### config.mk
export PLATFORM = sky130hd
export DESIGN_NAME = audio_sram_scheduler
export DESIGN_NICKNAME = d
export VERILOG_FILES = /design/src/rtl/audio_sram_scheduler.sv
export SDC_FILE = /design/constraint.sdc
export NUM_CORES = 1
export LEC_CHECK = 0
export ABC_AREA = 1
export CAP_MARGIN = 20
export CORE_MARGIN = 4
export CORE_UTILIZATION = 30
export DETAILED_ROUTE_END_ITERATION = 7
export GPL_ROUTABILITY_DRIVEN = 1
export HOLD_SLACK_MARGIN = 0.06
export PLACE_DENSITY_LB_ADDON = 0.2
export SLEW_MARGIN = 40
export SYNTH_ARGS = -nofsm -noshare
export SYNTH_HDL_FRONTEND = slang
export SYNTH_SLANG_ARGS = --single-unit
### constraint.sdc
create_clock -name clk -period 1.3 [get_ports clk]
set_input_delay 0.26 -clock clk [delete_from_list [all_inputs] [get_ports clk]]
set_output_delay 0.26 -clock clk [all_outputs]
set_load 0.02 [all_outputs]
### src/rtl/audio_sram_scheduler.sv
// rtl/audio_sram_scheduler.sv - song playback fetcher and SRAM read arbiter for the audio codec
//
// Purpose: on each codec sample strobe (adc_full, asynchronous) fetch the next
// song word from the shared 16-bit SRAM and present it on LDATA/RDATA, while
// sharing the SRAM with one general read port. Audio fetches win arbitration.
//
// Ports:
//   clk, Reset              clock, asynchronous active-low reset
//   INIT_FINISH             codec init complete; sample strobes ignored until set
//   adc_full                codec sample strobe (async, rising edge = request)
//   play, stop              1-cycle playback control pulses (stop wins)
//   rd_req, rd_addr         general read request (level) and word address
//   rd_ack, rd_data         1-cycle completion pulse and read data
//   SRAM_ADDR, SRAM_OE_N    SRAM address and active-low output enable
//   SRAM_DQ                 SRAM read data
//   LDATA, RDATA            mono sample to codec (identical)
//   playing                 playback active
//   song_done               1-cycle pulse when the last song word is fetched
//   overrun                 sticky: sample request arrived while one was pending
module audio_sram_scheduler #(
  parameter int                ADDR_W     = 20,
  parameter logic [ADDR_W-1:0] SONG_START = 20'h00000,
  parameter logic [ADDR_W-1:0] SONG_END   = 20'h3FFFF,
  parameter int                RD_LAT     = 2,
  parameter bit                LOOP       = 1'b1
) (
  input  logic              clk,
  input  logic              Reset,
  input  logic              INIT_FINISH,
  input  logic              adc_full,
  input  logic              play,
  input  logic              stop,
  input  logic              rd_req,
  input  logic [ADDR_W-1:0] rd_addr,
  output logic              rd_ack,
  output logic [15:0]       rd_data,
  output logic [ADDR_W-1:0] SRAM_ADDR,
  output logic              SRAM_OE_N,
  input  logic [15:0]       SRAM_DQ,
  output logic [15:0]       LDATA,
  output logic [15:0]       RDATA,
  output logic              playing,
  output logic              song_done,
  output logic              overrun
);

  typedef enum logic [1:0] {ST_IDLE, ST_AUD_RD, ST_GEN_RD} state_t;

  localparam logic [2:0]        LAT_M1   = 3'(RD_LAT - 1);
  localparam logic [ADDR_W-1:0] PTR_STEP = {{(ADDR_W-1){1'b0}}, 1'b1};

  state_t            state, state_nxt;
  logic [2:0]        cnt;
  logic [ADDR_W-1:0] ptr;
  logic              pend;
  logic              aud_live;   // in-flight audio read still wanted (not cancelled by play/stop)
  logic              adc_s1, adc_s2, adc_s3;

  logic sreq, sreq_ok, aud_req, last_beat;
  logic grant_aud, grant_gen, done_aud, done_gen;

  assign sreq      = adc_s2 & ~adc_s3;
  assign sreq_ok   = sreq & playing & INIT_FINISH;
  // A fresh strobe is granted in the same cycle it is seen so audio beats a
  // general request raised alongside it. No grant while play/stop rewrites state.
  assign aud_req   = (pend | sreq_ok) & ~play & ~stop;
  assign last_beat = (cnt == LAT_M1);

  always_ff @(posedge clk or negedge Reset) begin
    if (!Reset) state <= ST_IDLE;
    else        state <= state_nxt;
  end

  always_comb begin
    state_nxt = state;
    grant_aud = 1'b0;
    grant_gen = 1'b0;
    done_aud  = 1'b0;
    done_gen  = 1'b0;
    case (state)
      ST_IDLE: begin
        if (aud_req) begin
          state_nxt = ST_AUD_RD;
          grant_aud = 1'b1;
        end else if (rd_req) begin
          state_nxt = ST_GEN_RD;
          grant_gen = 1'b1;
        end
      end
      ST_AUD_RD: begin
        if (last_beat) begin
          state_nxt = ST_IDLE;
          done_aud  = 1'b1;
        end
      end
      ST_GEN_RD: begin
        if (last_beat) begin
          state_nxt = ST_IDLE;
          done_gen  = 1'b1;
        end
      end
      default: state_nxt = ST_IDLE;
    endcase
  end

  always_ff @(posedge clk or negedge Reset) begin
    if (!Reset) begin
      adc_s1    <= 1'b0;
      adc_s2    <= 1'b0;
      adc_s3    <= 1'b0;
      cnt       <= 3'd0;
      ptr       <= SONG_START;
      pend      <= 1'b0;
      aud_live  <= 1'b0;
      rd_ack    <= 1'b0;
      rd_data   <= 16'h0000;
      SRAM_ADDR <= '0;
      SRAM_OE_N <= 1'b1;
      LDATA     <= 16'h0000;
      RDATA     <= 16'h0000;
      playing   <= 1'b0;
      song_done <= 1'b0;
      overrun   <= 1'b0;
    end else begin
      adc_s1    <= adc_full;
      adc_s2    <= adc_s1;
      adc_s3    <= adc_s2;
      rd_ack    <= 1'b0;
      song_done <= 1'b0;

      if (grant_aud || grant_gen)  cnt <= 3'd0;
      else if (state != ST_IDLE)   cnt <= cnt + 3'd1;

      if (grant_aud) begin
        SRAM_ADDR <= ptr;
        SRAM_OE_N <= 1'b0;
        aud_live  <= 1'b1;
      end
      if (grant_gen) begin
        SRAM_ADDR <= rd_addr;
        SRAM_OE_N <= 1'b0;
      end
      if (done_aud || done_gen) SRAM_OE_N <= 1'b1;

      if (done_gen) begin
        rd_data <= SRAM_DQ;
        rd_ack  <= 1'b1;
      end

      // pend stays set through the audio read so a second strobe before
      // completion is recognised as an overrun.
      if (sreq_ok) begin
        pend <= 1'b1;
        if (pend) overrun <= 1'b1;
      end else if (done_aud) begin
        pend <= 1'b0;
      end

      if (done_aud) aud_live <= 1'b0;
      if (done_aud && aud_live) begin
        LDATA <= SRAM_DQ;
        RDATA <= SRAM_DQ;
        if (ptr == SONG_END) begin
          song_done <= 1'b1;
          if (LOOP) begin
            ptr <= SONG_START;
          end else begin
            playing <= 1'b0;
            pend    <= 1'b0;
          end
        end else begin
          ptr <= ptr + PTR_STEP;
        end
      end

      // Control pulses override everything above; a read already on the bus
      // finishes but its data is dropped via aud_live.
      if (play && !stop) begin
        playing  <= 1'b1;
        ptr      <= SONG_START;
        pend     <= 1'b0;
        aud_live <= 1'b0;
      end
      if (stop) begin
        playing  <= 1'b0;
        pend     <= 1'b0;
        aud_live <= 1'b0;
        LDATA    <= 16'h0000;
        RDATA    <= 16'h0000;
      end
    end
  end

endmodule

# Word-level counts from Yosys, hierarchy flattened
# Index checks and enable logic that the tools add are counted.
# W data, S select, Z words.
# classes
addsub	2
multipliers	0
div	0
n_lt_le_gt_ge	0
n_eq_ne	6
n_shift	0
muxes	37
n_bitwise	9
reduce_logical	18
# ops
op	n
$mux W20	5
$mux W16	2
$mux W1	24
$add A20 B1 Y20 const B	1
$eq A20 B18 Y1 const B	1
$reduce_bool A2 Y1	6
$reduce_bool A4 Y1	2
$mux W2	3
$mux W3	2
$and A1 B1 Y1	5
$pmux W2 S2	1
$reduce_and A2 Y1	2
$add A3 B1 Y3 const B	1
$eq A3 B1 Y1 const B	1
$ne A3 B3 Y1 const B	1
$not A1 Y1	3
$reduce_bool A3 Y1	1
$eq A2 B1 Y1 const B	1
$eq A2 B2 Y1 const B	1
$logic_and A1 B1 Y1	2
$logic_not A2 Y1	1
$logic_or A1 B1 Y1	2
$ne A2 B1 Y1 const B	1
$reduce_or A2 Y1	1
other kinds (2)	2
# word_totals
ff_bits	87
latchBits	0
mem_bits_rw	0
romBits	0
inputBits	43
out_inout_bits	73
elab_cells	88
mem_count	0

# Logic depth before layout (Yosys ltp)
# depth
ltp_word	13
depth_mapped	10
ltp_nobuf	10

# Worst setup path after synthesis
# No wires, ideal clock.
# synth_timing
kind	register -> register
start	register cnt[1]
end	register ptr[11]
setup_time_ns	0.117
arrival_ns	1.308
required_time_ns	1.183
path_slack_ns	-0.125
stages_incl_launch_ff	9
path_buffers	1
period_less_slack_ns	1.425
path_cell_list	dfrtp_1 inv_1 ha_1 nand4_4 nand2_4 buf_6 nand4_1 nor2_1 nor2_1
# synth_via
elab_chain_len	5
# synth_rtl
element	line	text
start, declared	53	logic [2:0] cnt;
start signal, assigned	132	else if (state != ST_IDLE) cnt <= cnt + 3'd1;
$eq A3 B1 Y1	67	assign last_beat = (cnt == LAT_M1);
$mux W1	91	if (last_beat) begin
$mux W1	80	case (state)
$logic_and A1 B1 Y1	160	if (done_aud && aud_live) begin
$reduce_bool A2 Y1 (no line)	n/a	
end signal, assigned	172	ptr <= ptr + PTR_STEP;
end, declared	54	logic [ADDR_W-1:0] ptr;
# No other way between the ends.
# A chain may end at the register's enable or synchronous reset.

# Worst setup path after layout
# layout_timing
start	register state[1]
end	register ptr[8]
# layout_via
elab_chain_len	4
# layout_rtl
element	line	text
start, declared	52	state_t state, state_nxt;
start signal, assigned	71	else state <= state_nxt;
$eq A2 B1 Y1	80	
$mux W1	80	
$logic_and A1 B1 Y1	160	
$reduce_bool A2 Y1 (no line)	n/a	
# No other way between the ends.

==> impl_summary.md <==
Logic synthesis
The netlist uses 31 different library cells. The synthesized-area fraction occupied by and/or/nand/nor cells is 0.306. The largest area contributor in the synthesized netlist is sky130_fd_sc_hd__dfrtp_1. For this run, the number of Yosys warnings is 0. A synthesized cell averages 8.39 um2. The most common cell in the synthesized netlist is sky130_fd_sc_hd__nand2_1. When the netlist entered floorplanning its net count stood at 555. Of the total synthesized cell area, the portion taken by full adders, half adders and majority gates is 0.0177.

The portion of synthesized area spent on multiplexers is 0. The number of flip-flops and latches in the synthesized netlist is 87. The dominant synthesized flop cell is sky130_fd_sc_hd__dfrtp_1.

The dominant combinational cell family by area after synthesis is simple AND/OR/NAND/NOR gates. After synthesis, the share of flip-flops with an asynchronous set or reset is 1.00. In the synthesized netlist, the cells that appear most often are sky130_fd_sc_hd__nand2_1, sky130_fd_sc_hd__nand3_1, sky130_fd_sc_hd__dfrtp_1, sky130_fd_sc_hd__inv_1, sky130_fd_sc_hd__nor2_1. The synthesized netlist cell count is 506. The fraction of synthesized cell area taken by the top area cell type is 0.507. Yosys mapped a number of flops with a built-in enable equal to 0. The area fraction in compound gates after synthesis is 0.0587.

After synthesis, the cell types taking the most area are sky130_fd_sc_hd__dfrtp_1, sky130_fd_sc_hd__nand3_1, sky130_fd_sc_hd__nand2_1. Of the synthesized area, sequential elements account for 0.513. The XOR/XNOR share of the synthesized area is 0.0103. The cell area after synthesis is 4240 um2.

Timing
The final worst clock skew is 0.0109 ns. The least setup slack across all paths after layout is -0.199 ns. The number of pins with negative max-slew slack in the final report is 0. Setup repair after global routing could not meet its margin everywhere. The setup violation total in the final timing report is 80. The worst hold slack is 0.327 ns.

For the pin with the worst max-slew slack, the measured transition is 0.289 ns. Derived from the worst setup path, the maximum achievable clock frequency is 667 MHz. The setup TNS is -9.81 ns.

Measured against its own limit, the worst slew margin works out to 0.807. The minimum clock period is 1.50 ns. The final number of hold-violating endpoints was 0.

The final worst-path cycle share is 1.15.

Worst setup path
The endpoint arrival time on the critical path is 1.75 ns. At the worst endpoint, the required time is 1.55 ns. Along the worst path, the maximum fanout reaches 5. The kind of end point of the critical path is a register.

The worst setup path is launched from a register. The kind of critical path is register to register.

Global route
Entering global routing, the biggest net connects 29 pins. The first global-routing pass estimated 23700 um of wire. The via count of the first global-routing pass is 4446. The overall routing resource usage is 0.186.

For this run the aggregate overflow at the end of global routing stands at 0. The number of antenna violations at the first check in global routing is 0.

CTS
Counting along the longest clock path gives a buffer depth of 2. For this design, the sink count on the clock tree is 87. In this run, CTS created clock tree buffers numbering 9. At the later pin of the worst-skew pair, clock insertion delay measures 0.36 ns. The cell sitting at the root of the clock tree is a sky130_fd_sc_hd__clkbuf_16. TritonCTS built the clock tree. After clock tree synthesis, the clock-pin slew on the worst setup and hold paths is 0.07 ns.

The number of H-tree levels is 3.

Layout
The signed area change from the synthesized netlist to the final layout is 78.4%. At the end of the flow the core is filled with cells to 0.545. The area of all placed cells without fillers is 7570 um2.

After filler insertion, the fill cell instance count of the layout stands at 1260. In the final layout, the share of cells above drive strength 1 is 0.543. The total inserted antenna cells is 0. The finished layout holds 897 standard cells, fillers aside.

After the last flow step, the layout net total stands at 761.

Die
The floorplan has 43 rows. The core region area is 13900 um2. The die is 127 um tall. 116 I/O pins were placed. The die outline area is 16100 um2. The die width is 127 um. The starting utilization of the core area is 0.306.

Status
The run finished, with violations left. The final reports fail on negative setup slack.

Pwr
Of the total power, the clock network draws 0.221. Of the total power, registers draw 0.339. Of the total power, the share spent switching nets is 0.396. The post-layout total power is 11.5 mW. For this design the ratio of total power to cell area is 1530 nW/um2. The combinational group share of total power is 0.440. The internal portion of the total power is 6.97 mW. In this run the power spent charging and discharging nets is 4.57 mW. IR analysis of the VDD net gives a maximum drop of 0.000751 V.

In this run the static leakage power is 3.69 nW.

Routing
In this run the remaining antenna-violating nets after routing total 0. The total via count after detailed routing is 4295. The first routing iteration left 254 violations. In the final routed layout, each cell accounts on average for 17.0 um. The first TritonRoute pass finished after 4 iterations.

The detailed-route wire length is 15300 um. Using the TritonRoute via totals, the vias-per-cell ratio works out to 4.79. The number of DRC violations after detailed routing is 0.

Placed design
During placement, the flow inserted port buffers numbering 115. At the end of routability-driven placement, the weighted congestion stood at 0.876. Timing analysis after detailed placement gives a worst setup slack of -0.467 ns. The cell count after placement is 837. The HPWL reported at the end of detailed placement is 9620 um.

In this run the cell area measured after placement is 6040 um2.

Run
The number of violations of the max-capacitance limit is 0.

Worst hold path
The min-delay analysis places its worst path in the category input pin to asynchronous set/reset pin.
-- routing by layer --
metal	share of wire	GRT usage	up-vias
li1	-	-	2061
met1	0.44	0.249	2118
met2	0.50	0.302	98
met3	0.041	0.0337	18
met4	0.018	0.0707	0
met5	0	0	-
-- sequential cells by signal, summed over array words and instances (netlist names) --
signal     flops
song_done      1
cnt            3
adc_s3         1
overrun        1
RDATA         16
SRAM_ADDR     20
SRAM_OE_N      1
state          2
aud_live       1
adc_s1         1
ptr           20
adc_s2         1
pend           1
playing        1
rd_data       16
rd_ack         1
-- power by group through the flow --
stage	sequential, mW	combinational [mW]	clock, mW
2_1_floorplan	4.44	1.15	0
3_3_place_gp	3.76	3.82	0
3_5_place_dp	3.78	3.89	0
4_1_cts	3.82	4.82	2.59
5_1_grt	3.98	5.42	2.72
6_report	3.91	5.08	2.55
-- layout by cell type (no fill, tap or decap), drive strengths merged, types with 2 or more instances in the layout --
cell type	n
buf	172
nand2	121
ha	6
nor3	2
clkbuf	16
inv	50
clkdlybuf4s15	9
nand3	101
clkinvlp	2
a21oi	3
nor2	40
xor2	5
dfrtp	86
clkinv	5
clkdlybuf4s50	40
nand4	11
o21ai	39
-- final timing paths --
path                          start           to  slack [ns]  cells after the start
max                        state[1]       ptr[8]       -0.20                      8
min                           Reset      ptr[17]        0.33                      2
max reg2reg                state[1]       ptr[8]       -0.20                      8
min reg2reg                  adc_s1       adc_s2        0.36                      0
max in group asynchronous     Reset  rd_data[14]        0.46                      3
min in group clk             adc_s1       adc_s2        0.36                      0
-- area by class of cell --
type,count,area [um2],area share
Clock inverter,7,63.8,0.00843
Timing Repair Buffer,230,2090,0.276
Sequential cell,87,2180,0.288
Inverter,49,220,0.0291
Clock buffer,9,225,0.0298
Multi-Input combinational cell,334,2540,0.336
Timing Repair inverter,1,20.0,0.00264
Tap cell,180,225,0.0298
-- what timing repair did --
action / 4_1_cts / 5_1_grt
endpoints found under the setup margin: 152 / 107
resized for setup: 422 / 141
gates cloned: 9 / 3
pin swaps: 16 / 32
hold endpoints to repair: 14 / 0
hold buffers: 1 / 0
buffers inserted: 19 / 17
-- logic make-up (layout without fill, tap and decap cells) --
kind of cell / count (synthesis) / after routing
buffers and inverters: 85 / 296
AND/OR/NAND/NOR: 276 / 276
adder cells (fa/ha/maj): 6 / 6
flip-flops: 87 / 87
XOR/XNOR: 5 / 5
AO/OA/AOI/OAI: 47 / 47
-- worst max-delay path: stages (launching register included) --
cell                      delay [ns]
sky130_fd_sc_hd__dfrtp_1        0.40
sky130_fd_sc_hd__inv_2          0.09
sky130_fd_sc_hd__ha_4           0.14
sky130_fd_sc_hd__nand4_4        0.17
sky130_fd_sc_hd__nand2_8        0.15
sky130_fd_sc_hd__buf_6          0.12
sky130_fd_sc_hd__nand3_1        0.07
sky130_fd_sc_hd__xor2_1         0.18
sky130_fd_sc_hd__nor2_2         0.06
No activity file was read; power rests on OpenSTA's default activity.
